`config.mk`:
```
export PLATFORM = sky130hd
export DESIGN_NAME = interp_fir_polyphase
export DESIGN_NICKNAME = d
export VERILOG_FILES = /design/src/rtl/interp_fir_polyphase.sv
export SDC_FILE = /design/constraint.sdc
export NUM_CORES = 1
export LEC_CHECK = 0
export CORE_MARGIN = 3
export CORE_UTILIZATION = 45
export CTS_CLUSTER_SIZE = 28
export DETAILED_ROUTE_END_ITERATION = 8
export GPL_TIMING_DRIVEN = 0
export MAX_ROUTING_LAYER = met4
export SLEW_MARGIN = 20
export SYNTH_ARGS = -nofsm -noshare
export SYNTH_HDL_FRONTEND = slang
export SYNTH_SLANG_ARGS = --single-unit
```
`constraint.sdc`:
```
create_clock -name clk -period 12.58 [get_ports clk]
set_input_delay 2.516 -clock clk [delete_from_list [all_inputs] [get_ports clk]]
set_output_delay 2.516 -clock clk [all_outputs]
set_load 0.1 [all_outputs]
```
`src/rtl/interp_fir_polyphase.sv`:
```
// Polyphase interpolating FIR: each accepted sample yields L output phases,
// each computed by a serial signed MAC over a runtime-loadable coefficient bank.
module interp_fir_polyphase #(
   parameter  int DATA_W         = 8,
   parameter  int COEF_W         = 8,
   parameter  int L              = 2,
   parameter  int TAPS_PER_PHASE = 4,
   parameter  int OUT_W          = 16,
   parameter  int SHIFT          = 0,
   localparam int N              = L * TAPS_PER_PHASE,
   localparam int AW             = (N > 1) ? $clog2(N) : 1
) (
   input  logic                     clk,
   input  logic                     reset,
   input  logic signed [DATA_W-1:0] dataIn,
   input  logic                     in_valid,
   output logic                     in_ready,
   output logic signed [OUT_W-1:0]  dataOut,
   output logic                     out_valid,
   input  logic                     out_ready,
   input  logic                     coef_we,
   input  logic        [AW-1:0]     coef_addr,
   input  logic signed [COEF_W-1:0] coef_data
);

   localparam int T      = TAPS_PER_PHASE;
   localparam int KW     = (T > 1) ? $clog2(T) : 1;
   localparam int PW     = (L > 1) ? $clog2(L) : 1;
   localparam int PROD_W = DATA_W + COEF_W;
   localparam int ACC_W  = DATA_W + COEF_W + $clog2(T) + 1;
   localparam int EW     = (ACC_W > OUT_W) ? ACC_W : OUT_W;

   localparam logic        [AW:0]      N_EXT    = (AW + 1)'(N);
   // (1<<SHIFT)>>1 is the half-LSB bias for SHIFT>0 and zero for SHIFT=0
   localparam logic signed [ACC_W-1:0] RND_BIAS = ACC_W'((1 << SHIFT) >> 1);
   localparam logic signed [EW-1:0]    SAT_MAX  = {{(EW-OUT_W+1){1'b0}}, {(OUT_W-1){1'b1}}};
   localparam logic signed [EW-1:0]    SAT_MIN  = {{(EW-OUT_W+1){1'b1}}, {(OUT_W-1){1'b0}}};

   typedef enum logic [1:0] {IDLE, MAC, OUT} state_t;

   state_t                    state;
   logic signed [DATA_W-1:0]  x [T];
   logic signed [COEF_W-1:0]  h [N];
   logic signed [ACC_W-1:0]   acc;
   logic        [KW-1:0]      k;
   logic        [PW-1:0]      phase;

   logic        [AW-1:0]      idx;
   logic signed [PROD_W-1:0]  prod;
   logic signed [ACC_W-1:0]   acc_nxt;

   function automatic logic signed [ACC_W-1:0] round_acc(input logic signed [ACC_W-1:0] a);
      return (a + RND_BIAS) >>> SHIFT;
   endfunction

   function automatic logic signed [OUT_W-1:0] sat_out(input logic signed [ACC_W-1:0] a);
      logic signed [EW-1:0] v;
      v = EW'(a);
      if (v > SAT_MAX)
         return SAT_MAX[OUT_W-1:0];
      else if (v < SAT_MIN)
         return SAT_MIN[OUT_W-1:0];
      else
         return v[OUT_W-1:0];
   endfunction

   assign in_ready = (state == IDLE);

   // Tap k of phase p uses h[k*L + p]; x[0] is the newest sample.
   assign idx     = AW'(int'(k) * L + int'(phase));
   assign prod    = PROD_W'(x[k]) * PROD_W'(h[idx]);
   assign acc_nxt = acc + ACC_W'(prod);

   always_ff @(posedge clk or posedge reset) begin
      if (reset) begin
         state     <= IDLE;
         for (int i = 0; i < T; i++) x[i] <= '0;
         for (int i = 0; i < N; i++) h[i] <= '0;
         acc       <= '0;
         k         <= '0;
         phase     <= '0;
         dataOut   <= '0;
         out_valid <= 1'b0;
      end else begin
         case (state)
            IDLE: begin
               // A same-cycle coefficient write lands before the next MAC pass reads it.
               if (coef_we && ({1'b0, coef_addr} < N_EXT))
                  h[coef_addr] <= coef_data;
               if (in_valid) begin
                  for (int i = T - 1; i > 0; i--) x[i] <= x[i-1];
                  x[0]  <= dataIn;
                  phase <= '0;
                  k     <= '0;
                  acc   <= '0;
                  state <= MAC;
               end
            end
            MAC: begin
               acc <= acc_nxt;
               k   <= k + 1'b1;
               if (k == KW'(T - 1))
                  state <= OUT;
            end
            OUT: begin
               // First OUT cycle registers the result; afterwards hold until accepted.
               if (!out_valid) begin
                  dataOut   <= sat_out(round_acc(acc));
                  out_valid <= 1'b1;
               end else if (out_ready) begin
                  out_valid <= 1'b0;
                  if (phase == PW'(L - 1)) begin
                     state <= IDLE;
                  end else begin
                     phase <= phase + 1'b1;
                     k     <= '0;
                     acc   <= '0;
                     state <= MAC;
                  end
               end
            end
            default: state <= IDLE;
         endcase
      end
   end

endmodule

```
; Yosys cells after proc, flatten, opt, wreduce, memory -nomap -nowiden
; Index checks and enable logic that the tools add are counted.
[totals]
ramBits = 0
word_cells = 85
in_bits = 24
rom_bits = 0
regBits = 137
mem_count = 0
output_inout_bits = 18
latch_bits = 0
[classes]
n_addsub = 4
n_div = 0
n_bitwise = 4
shifts = 0
eq_ne = 8
n_mux = 34
order_cmp = 6
reduce_logical = 10
mul = 1
[ops]
columns = operator, count
row1 = $mux 19, 4
row2 = $bwmux 64, 1
row3 = $pmux 19 s3, 1
row4 = $mux 8, 5
row5 = $mux 16, 2
row6 = $bmux 8 s3, 1
row7 = $demux 8 s3, 1
row8 = $add 19x16->19, 1
row9 = $gt 19x16->1 const B, 1
row10 = $lt 19x16->1 const B, 1
row11 = $bmux 8 s2, 1
row12 = $mul 8x8->16, 1
row13 = $mux 2, 8
row14 = $pmux 2 s3, 2
row15 = $ne 2x2->1 const B, 5
row16 = $ge 4x4->1 const B, 2
row17 = $not 3->4, 2
row18 = $reduce_and 4->1, 2
row19 = $mux 1, 7
row20 = $reduce_and 2->1, 3
row21 = $reduce_and 5->1, 1
row22 = $eq 2x2->1 const B, 2
row23 = $lt 4x1->1 const B, 1
row24 = $add 3x1->3, 1
row25 = 11 further kinds, 11

; Logic depth before layout (Yosys ltp)
; Gate-level depths: netlist of run 1.
[logic_depth]
depth_word = 8
depth_mapped = 21
mapped_depth_nobuf = 19

; Worst setup path before layout of run 1
; No wires, ideal clock.
[synth_path]
path_type = reg-to-reg
from = reg phase
to = reg acc[18]
setup_ns = 0.078
path_stages_with_launch = 18
period_less_slack_ns = 6.174
path_slack_ns = 6.406
required_ns = 12.502
n_path_buf = 1
arrival_time_ns = 6.096
cell_sequence = dfrtp_1 > clkbuf_1 > mux4_2 > mux2i_1 > nand2b_1 > fa_1 > fa_1 > inv_1 > fa_1 > fa_1 > ha_1 > ha_1 > a21o_4 > a2111o_1 > a2111oi_4 > o21ai_1 > a211oi_1 > o21bai_1
[synth_via]
elab_chain_cells = 8
elab_cells_between_ends = 10
cone_classes = add/sub: 2 / mul: 1 / eq/ne: 1 / mux: 4 / bitwise: 1 / reduce/logical: 1
[synth_lines]
columns = item, line_no
row1 = from (decl), 46  ; logic [PW-1:0] phase;
row2 = from (signal assigned), 115  ; phase <= phase + 1'b1;
row3 = $add 3x1->3, 70  ; assign idx = AW'(int'(k) * L + int'(phase));
row4 = $not 3->4 (not written as such), 71  ; assign prod = PROD_W'(x[k]) * PROD_W'(h[idx]);
row5 = $bmux 8 s3, 71
row6 = $mux 8 (not written as such) (2 in a row), 71
row7 = $mul 8x8->16, 71
row8 = $add 19x16->19, 72  ; assign acc_nxt = acc + ACC_W'(prod);
row9 = $pmux 19 s3, 85  ; case (state)
row10 = to (signal assigned), 100  ; acc <= acc_nxt;
row11 = to (decl), 44  ; logic signed [ACC_W-1:0] acc;
; Parallel ways exist; a longest one is shown, timed or not. The select of a mux whose other input is x is not followed.
; A chain may end at the register's enable or synchronous reset.

; Worst setup path after layout of run 1
[layout_path]
from = reg k[1]
to = reg acc[18]
[layout_via]
elab_chain_cells = 8
elab_cells_between_ends = 12
cone_classes = add/sub: 2 / mul: 1 / mux: 7 / bitwise: 2
[layout_lines]
columns = item, line_no
row1 = from (decl), 45  ; logic [KW-1:0] k;
row2 = from (signal assigned), 101  ; k <= k + 1'b1;
row3 = $add 3x1->3, 70
row4 = $not 3->4 (not written as such), 71
row5 = $bmux 8 s3, 71
row6 = $mux 8 (not written as such) (2 in a row), 71
row7 = $mul 8x8->16 *, 71
row8 = $add 19x16->19 *, 72
row9 = $pmux 19 s3 *, 85
; Every way passes the cells marked *; elsewhere a longest branch is shown, timed or not. The select of a mux whose other input is x is not followed.

==> results of run 1 <==
## registers in the layout, indices dropped and copies added (netlist names)
register / flops
x: 32
dataOut: 16
h: 64
acc: 19
phase: 1
state: 2
k: 2
out_valid: 1
## layout by cell type (no fill, tap or decap), types with 3 or more instances in the layout
cell	Yosys	layout
dfrtp_1	137	137
mux2_2	99	99
inv_1	98	97
fa_1	84	84
nand2_1	76	76
ha_1	45	45
clkdlybuf4s50_1	0	41
o21ai_0	33	33
nor2b_1	28	28
mux4_2	24	24
clkbuf_1	17	17
clkbuf_16	0	17
nor2_1	14	14
xnor2_1	13	13
a21oi_1	12	12
nand2b_1	10	10
and2_1	8	8
a22o_1	8	8
inv_8	0	7
mux2i_1	6	6
xor2_1	5	5
and3_1	4	4
nor3_1	4	4
o21ai_1	3	3
buf_2	3	3
a211o_1	3	3
clkinvlp_4	0	3
## worst paths after layout
check                                     endpoint  cells past startpoint  slack (ns)
max in group asynchronous         k[1]$_DFFE_PP0P_                      3        9.35
setup reg to reg               acc[18]$_DFFE_PP0P_                     17        5.41
min in group asynchronous        x[24]$_DFFE_PP0P_                      2        2.52
hold / removal             dataOut[10]$_DFFE_PP0P_                      2        0.46
hold reg to reg            dataOut[10]$_DFFE_PP0P_                      2        0.46
setup / recovery               acc[18]$_DFFE_PP0P_                     17        5.41
## layout make-up
class | instances | area, µm²
Clock inverter | 15 | 179
Fill cell | 1741 | 9220
Tap cell | 265 | 332
Clock buffer | 17 | 425
Sequential cell | 137 | 3430
Multi-Input combinational cell | 511 | 5410
Buffer | 23 | 108
Inverter | 98 | 375
Timing Repair Buffer | 42 | 438
## logic make-up after synthesis
kind of cell	synth area share [%]
muxes	18.4
and+or+nand+nor	7.70
xor gates and xnor gates	1.69
adders and majority gates	24.1
buffers and inverters	5.11
AOI/OAI and AO/OA	6.14
DFF	36.8
## through the flow
stage | util [%] | instance area [µm²] | worst slack, ns
2_1_floorplan | - | 9310 | 6.40
3_3_place_gp | 50.5 | 10100 | 4.69
3_5_place_dp | 50.7 | 10100 | 5.40
4_1_cts | 53.7 | 10700 | 5.37
5_1_grt | 53.7 | 10700 | 5.05
6_report | 53.7 | 10700 | 5.41
## metal layers
metal / track usage, % / vias up
met5: - / -
met4: 5.49 / 0
li1: - / 2712
met2: 32.0 / 80
met1: 24.2 / 2974
met3: 3.54 / 25
## worst min-delay path, delay by kind of cell, from the launching register on
family,cells,cell delay (ns)
flip-flops,1,0.34
AND/OR/NAND/NOR,2,0.09
==> results.py, run 1 <==
metrics = {
    "timing": {
        "worst_hold_slack_ns": 0.462,
        "slew_violations": 0,
        "finalSetupViolCount": 0,
        "setup_tns_ns": 0,
        "fin_skew_ns": 0.0105,
        "finalHoldViolations": 0,
        "rsz0062_at_grt": "no",
        "finalCritPeriodShare_pct": 57.0,
        "max_freq_mhz": 140,
        "worstMarginPinSlew_ns": 0.993,
        "period_minus_slack_ns": 7.17,
        "slew_headroom_pct": 31.9,
    },
    "logic_synthesis": {
        "yosysSeqAreaShare_pct": 36.8,
        "synth_ff_type": "dfrtp_1",
        "ys_warn_count": 0,
        "synth_edf_count": 0,
        "netlist-cell-type-count": 53,
        "synth_top_area_cell": "dfrtp_1",
        "synth_area_leaders": "dfrtp_1 37%, fa_1 18%, mux2_2 12%",
        "ys_seq_elements": 137,
        "postSynth.asyncResetShare_pct": 100,
        "synth.most_common_cell": "dfrtp_1",
        "synth_top_area_share_pct": 36.8,
        "synth_area_per_cell_um2": 12.1,
        "syn_area_mm2": 0.00931,
        "yosys-top-cells-count": "137 x dfrtp_1, 99 x mux2_2, 98 x inv_1",
        "synth_fp_nets": 922,
        "synth_cells": 769,
    },
    "routing": {
        "drt_wl_total_um": 19200,
        "dr.pass1.iters": 5,
        "routed.top_layer": "met4",
        "detail_route.iter0.violations": 229,
        "detail_route.drc_violations": 0,
        "viasPerCell": 5.23,
        "met2_length_um": 9790,
        "ant_nets": 0,
        "wire_per_inst_um": 17.4,
        "vias": 5791,
        "wl_met1_um": 8590,
        "routed-wl-met3_um": 546,
    },
    "layout": {
        "layout-drive-gt1-share_pct": 20.3,
        "layout.nets": 983,
        "syn_to_final_growth_pct": 14.8,
        "diodes": 0,
        "final_cells": 1108,
    },
    "clock_tree": {
        "ctsHtreeMaxLevel": 4,
        "cts_made_buffers": 17,
        "postCtsSetupBuffers": 0,
        "clock_latency_ns": 0.43,
        "cts_tree": "done",
        "hold_buffers": 0,
        "clkSinkCount": 137,
        "cts_root_buffer": "clkbuf_16",
        "clk_pin_slew_ns": 0.06,
        "ctsResizeCount": 0,
        "cts_buffer_depth": 2,
    },
    "placed_design": {
        "dp_hpwl_um": 14800,
        "place.gp.congestion": 0.894,
        "placed_cells": 1076,
        "port-buffer-count": 41,
    },
    "run_status": {
        "status": "complete, no violations",
    },
    "setup_path": {
        "crit_start": "k[1]$_DFFE_PP0P_",
        "worstPathCellList": "clkbuf_1 -> clkbuf_1 -> mux2i_1 -> or2_2 -> fa_1 -> fa_1 -> inv_1 -> fa_1 -> fa_1 -> fa_1 -> ha_1 -> o21a_1 -> a2111o_1 -> a2111oi_4 -> o21ai_1 -> a211oi_1 -> o21bai_1",
        "crit_family": "adder cells",
        "path_max_fanout": 10,
        "crit_path_frequent_cell": "fa_1",
        "regToRegStartpoint": "k[1]$_DFFE_PP0P_",
        "max_stage_delay_ns": 0.90,
        "end_kind": "flip-flop",
        "crit_path_start_kind": "flip-flop",
        "crit_buf_inv": 3,
        "crit_type": "reg2reg",
        "cp.required_ns": 12.93,
        "arrival_ns": 7.52,
        "crit_slowest_cell": "mux2i_1",
    },
    "run": {
        "drv_cap": 0,
    },
    "grt": {
        "grtUsageTotal_pct": 19.2,
        "grt_pass1_wl_um": 32400,
        "grt_max_degree": 73,
        "grt_pass1_vias": 6280,
        "overflow": 0,
        "antenna_found_initial": 0,
    },
    "hold_path": {
        "hold_start": "dataOut[10]$_DFFE_PP0P_",
        "holdCritPathClass": "reg2reg",
    },
    "floorplan": {
        "start_util_pct": 46.8,
        "die_y_um": 150,
        "die_w_um": 150,
        "row_count": 51,
        "core-area_mm2": 0.0199,
        "dieArea_mm2": 0.0225,
        "io_pins": 42,
    },
}
Power of run 1 is not shown: default switching activity piles up to over one toggle a cycle in this logic, so the estimate is an artifact.
==> run 2, diff against run 1 <==
==> constraint.sdc (replaced) <==
create_clock -name clk -period 7.2 [get_ports clk]
set_input_delay 1.44 -clock clk [delete_from_list [all_inputs] [get_ports clk]]
set_output_delay 1.44 -clock clk [all_outputs]
set_load 0.1 [all_outputs]
==> run 2 against run 1 <==
Effect of this change: cell area is 0.22% higher; highest routed layer unchanged; routed wire length increased by 0.42%; maximum frequency increased by 6.0%; core utilization increased by 0.12 points.
==> results.py, run 2 (synthesized netlist as in run 1, its figures left out) <==
metrics = {
    "layout": {
        "final_common_cell": "dfrtp_1",
        "largest_reg_flops": 64,
        "syn_to_final_growth_pct": 15.1,
        "top_register": "h",
        "reg.largest.list": "h (64), x (32), acc (19)",
        "design_area_mm2": 0.0107,
        "final_cell_mix": "137 x dfrtp_1, 99 x mux2_2, 97 x inv_1, 84 x fa_1, 76 x nand2_1",
        "diodes": 0,
        "layout-drive-gt1-share_pct": 21.4,
        "fillers": 1737,
        "layout.nets": 983,
    },
    "routing": {
        "dr.pass1.iters": 4,
        "vias": 5794,
        "detail_route.iter0.violations": 257,
        "drt_wl_total_um": 19300,
        "viasPerCell": 5.23,
        "ant_nets": 0,
        "detail_route.drc_violations": 0,
        "wire_per_inst_um": 17.4,
    },
    "timing": {
        "rsz0062_at_grt": "no",
        "finalHoldViolations": 0,
        "finalCritPeriodShare_pct": 93.9,
        "finalSetupViolCount": 0,
        "slew_headroom_pct": 35.3,
        "worstMarginPinSlew_ns": 0.968,
        "setup_tns_ns": 0,
        "max_freq_mhz": 148,
        "fin_skew_ns": 0.0108,
        "period_minus_slack_ns": 6.76,
        "slew_violations": 0,
    },
    "clock_tree": {
        "postCtsSetupBuffers": 0,
        "ctsHtreeMaxLevel": 4,
        "cts_root_buffer": "clkbuf_16",
        "clk_pin_slew_ns": 0.06,
        "hold_buffers": 0,
        "cts_tree": "done",
        "clkSinkCount": 137,
        "ctsResizeCount": 3,
        "cts_made_buffers": 17,
        "cts_buffer_depth": 2,
        "clock_latency_ns": 0.43,
    },
    "setup_path": {
        "worstPathCellList": "clkbuf_1 -> clkbuf_2 -> mux2i_2 -> nand2b_1 -> fa_1 -> fa_1 -> inv_1 -> fa_1 -> fa_1 -> ha_1 -> ha_1 -> a21o_4 -> a2111o_1 -> a2111oi_4 -> o21ai_1 -> a211oi_1 -> o21bai_1",
        "path_max_fanout": 10,
        "arrival_ns": 7.11,
        "crit_slowest_cell": "mux2i_2",
        "crit_family": "adder cells",
        "crit_type": "reg2reg",
        "crit_path_frequent_cell": "fa_1",
        "end_kind": "flip-flop",
        "max_stage_delay_ns": 0.63,
        "cp.required_ns": 7.55,
        "crit_path_start_kind": "flip-flop",
        "crit_buf_inv": 3,
    },
    "floorplan": {
        "die_y_um": 150,
        "dieArea_mm2": 0.0225,
        "io_pins": 42,
        "row_count": 51,
        "start_util_pct": 46.8,
        "core-area_mm2": 0.0199,
        "die_w_um": 150,
    },
    "grt": {
        "grtUsageMet3_pct": 3.54,
        "grt_pass1_vias": 6283,
        "grt_pass1_wl_um": 32500,
        "antenna_found_initial": 0,
        "grtUsageMet2_pct": 32.1,
        "overflow": 0,
        "grtUsageTotal_pct": 19.2,
        "grt_max_degree": 73,
        "top_usage_layer": "met2",
        "gr-usage-met1_pct": 24.2,
    },
    "placed_design": {
        "dpl_cell_area_mm2": 0.0101,
        "place.gp.congestion": 0.894,
        "port-buffer-count": 41,
        "dp_hpwl_um": 14800,
    },
    "hold_path": {
        "holdCritPathClass": "reg2reg",
    },
    "run_status": {
        "status": "complete, no violations",
    },
    "run": {
        "drv_cap": 0,
    },
}
[run 2: changes by cell type in the layout (fill, tap and decap cells not counted), moves of 2 or more]
cell      change
clkbuf_1      -2
mux2i_2       +5
clkbuf_2      +3
mux2i_1       -5
[run 2: path summary, 6_finish.rpt]
kind / depth (start not counted) / startpoint / slack (ns) / to
max reg2reg: 17 / k[1]$_DFFE_PP0P_ / 0.44 / acc[18]$_DFFE_PP0P_
min in group asynchronous: 2 / reset / 1.44 / x[24]$_DFFE_PP0P_
min: 2 / dataOut[10]$_DFFE_PP0P_ / 0.46 / dataOut[10]$_DFFE_PP0P_
max: 17 / k[1]$_DFFE_PP0P_ / 0.44 / acc[18]$_DFFE_PP0P_
max in group asynchronous: 3 / reset / 5.06 / phase$_DFFE_PP0P_
min reg2reg: 2 / dataOut[10]$_DFFE_PP0P_ / 0.46 / dataOut[10]$_DFFE_PP0P_
[run 2: stage by stage]
| step | setup slack (ns) | hold WS, ns | utilization [%] | std cells |
|---|---|---|---|---|
| after floorplan | 1.03 | 0.466 | - | 769 |
| after global placement | 0.0691 | 0.449 | 50.5 | 1075 |
| after detailed placement | 0.0184 | 0.455 | 50.7 | 1076 |
| after CTS | 0.0891 | 0.470 | 53.7 | 1108 |
| after global routing | 0.0681 | 0.482 | 53.8 | 1108 |
| final | 0.439 | 0.462 | 53.8 | 1108 |
[run 2: layout make-up]
| type | instances | area (µm²) | share of cell area [%] |
|---|---|---|---|
| inverter | 98 | 375 | 3.50 |
| tap | 265 | 332 | 3.09 |
| timing repair buffer | 42 | 438 | 4.09 |
| sequential | 137 | 3430 | 32.0 |
| clock buffer | 17 | 425 | 3.97 |
| buffer | 23 | 111 | 1.04 |
| clock inverter | 15 | 179 | 1.67 |
| multi-input combinational | 511 | 5430 | 50.6 |
[run 2: metal layers]
metal  part of all wire (%)  routed length [µm]
met3                    2.6                 509
met2                     51                9800
met4                    1.7                 320
met5                      0                   0
met1                     45                8680
[run 2: worst reg2reg max path: cells and delay by family (launching register included)]
kind | cells | cell delay (ns)
fa+ha+maj | 6 | 2.85
buf+inv | 3 | 0.99
flops | 1 | 0.35
mux | 1 | 0.64
compound gates | 6 | 1.58
simple gates | 1 | 0.27
Power of run 2 is left out for the same reason.
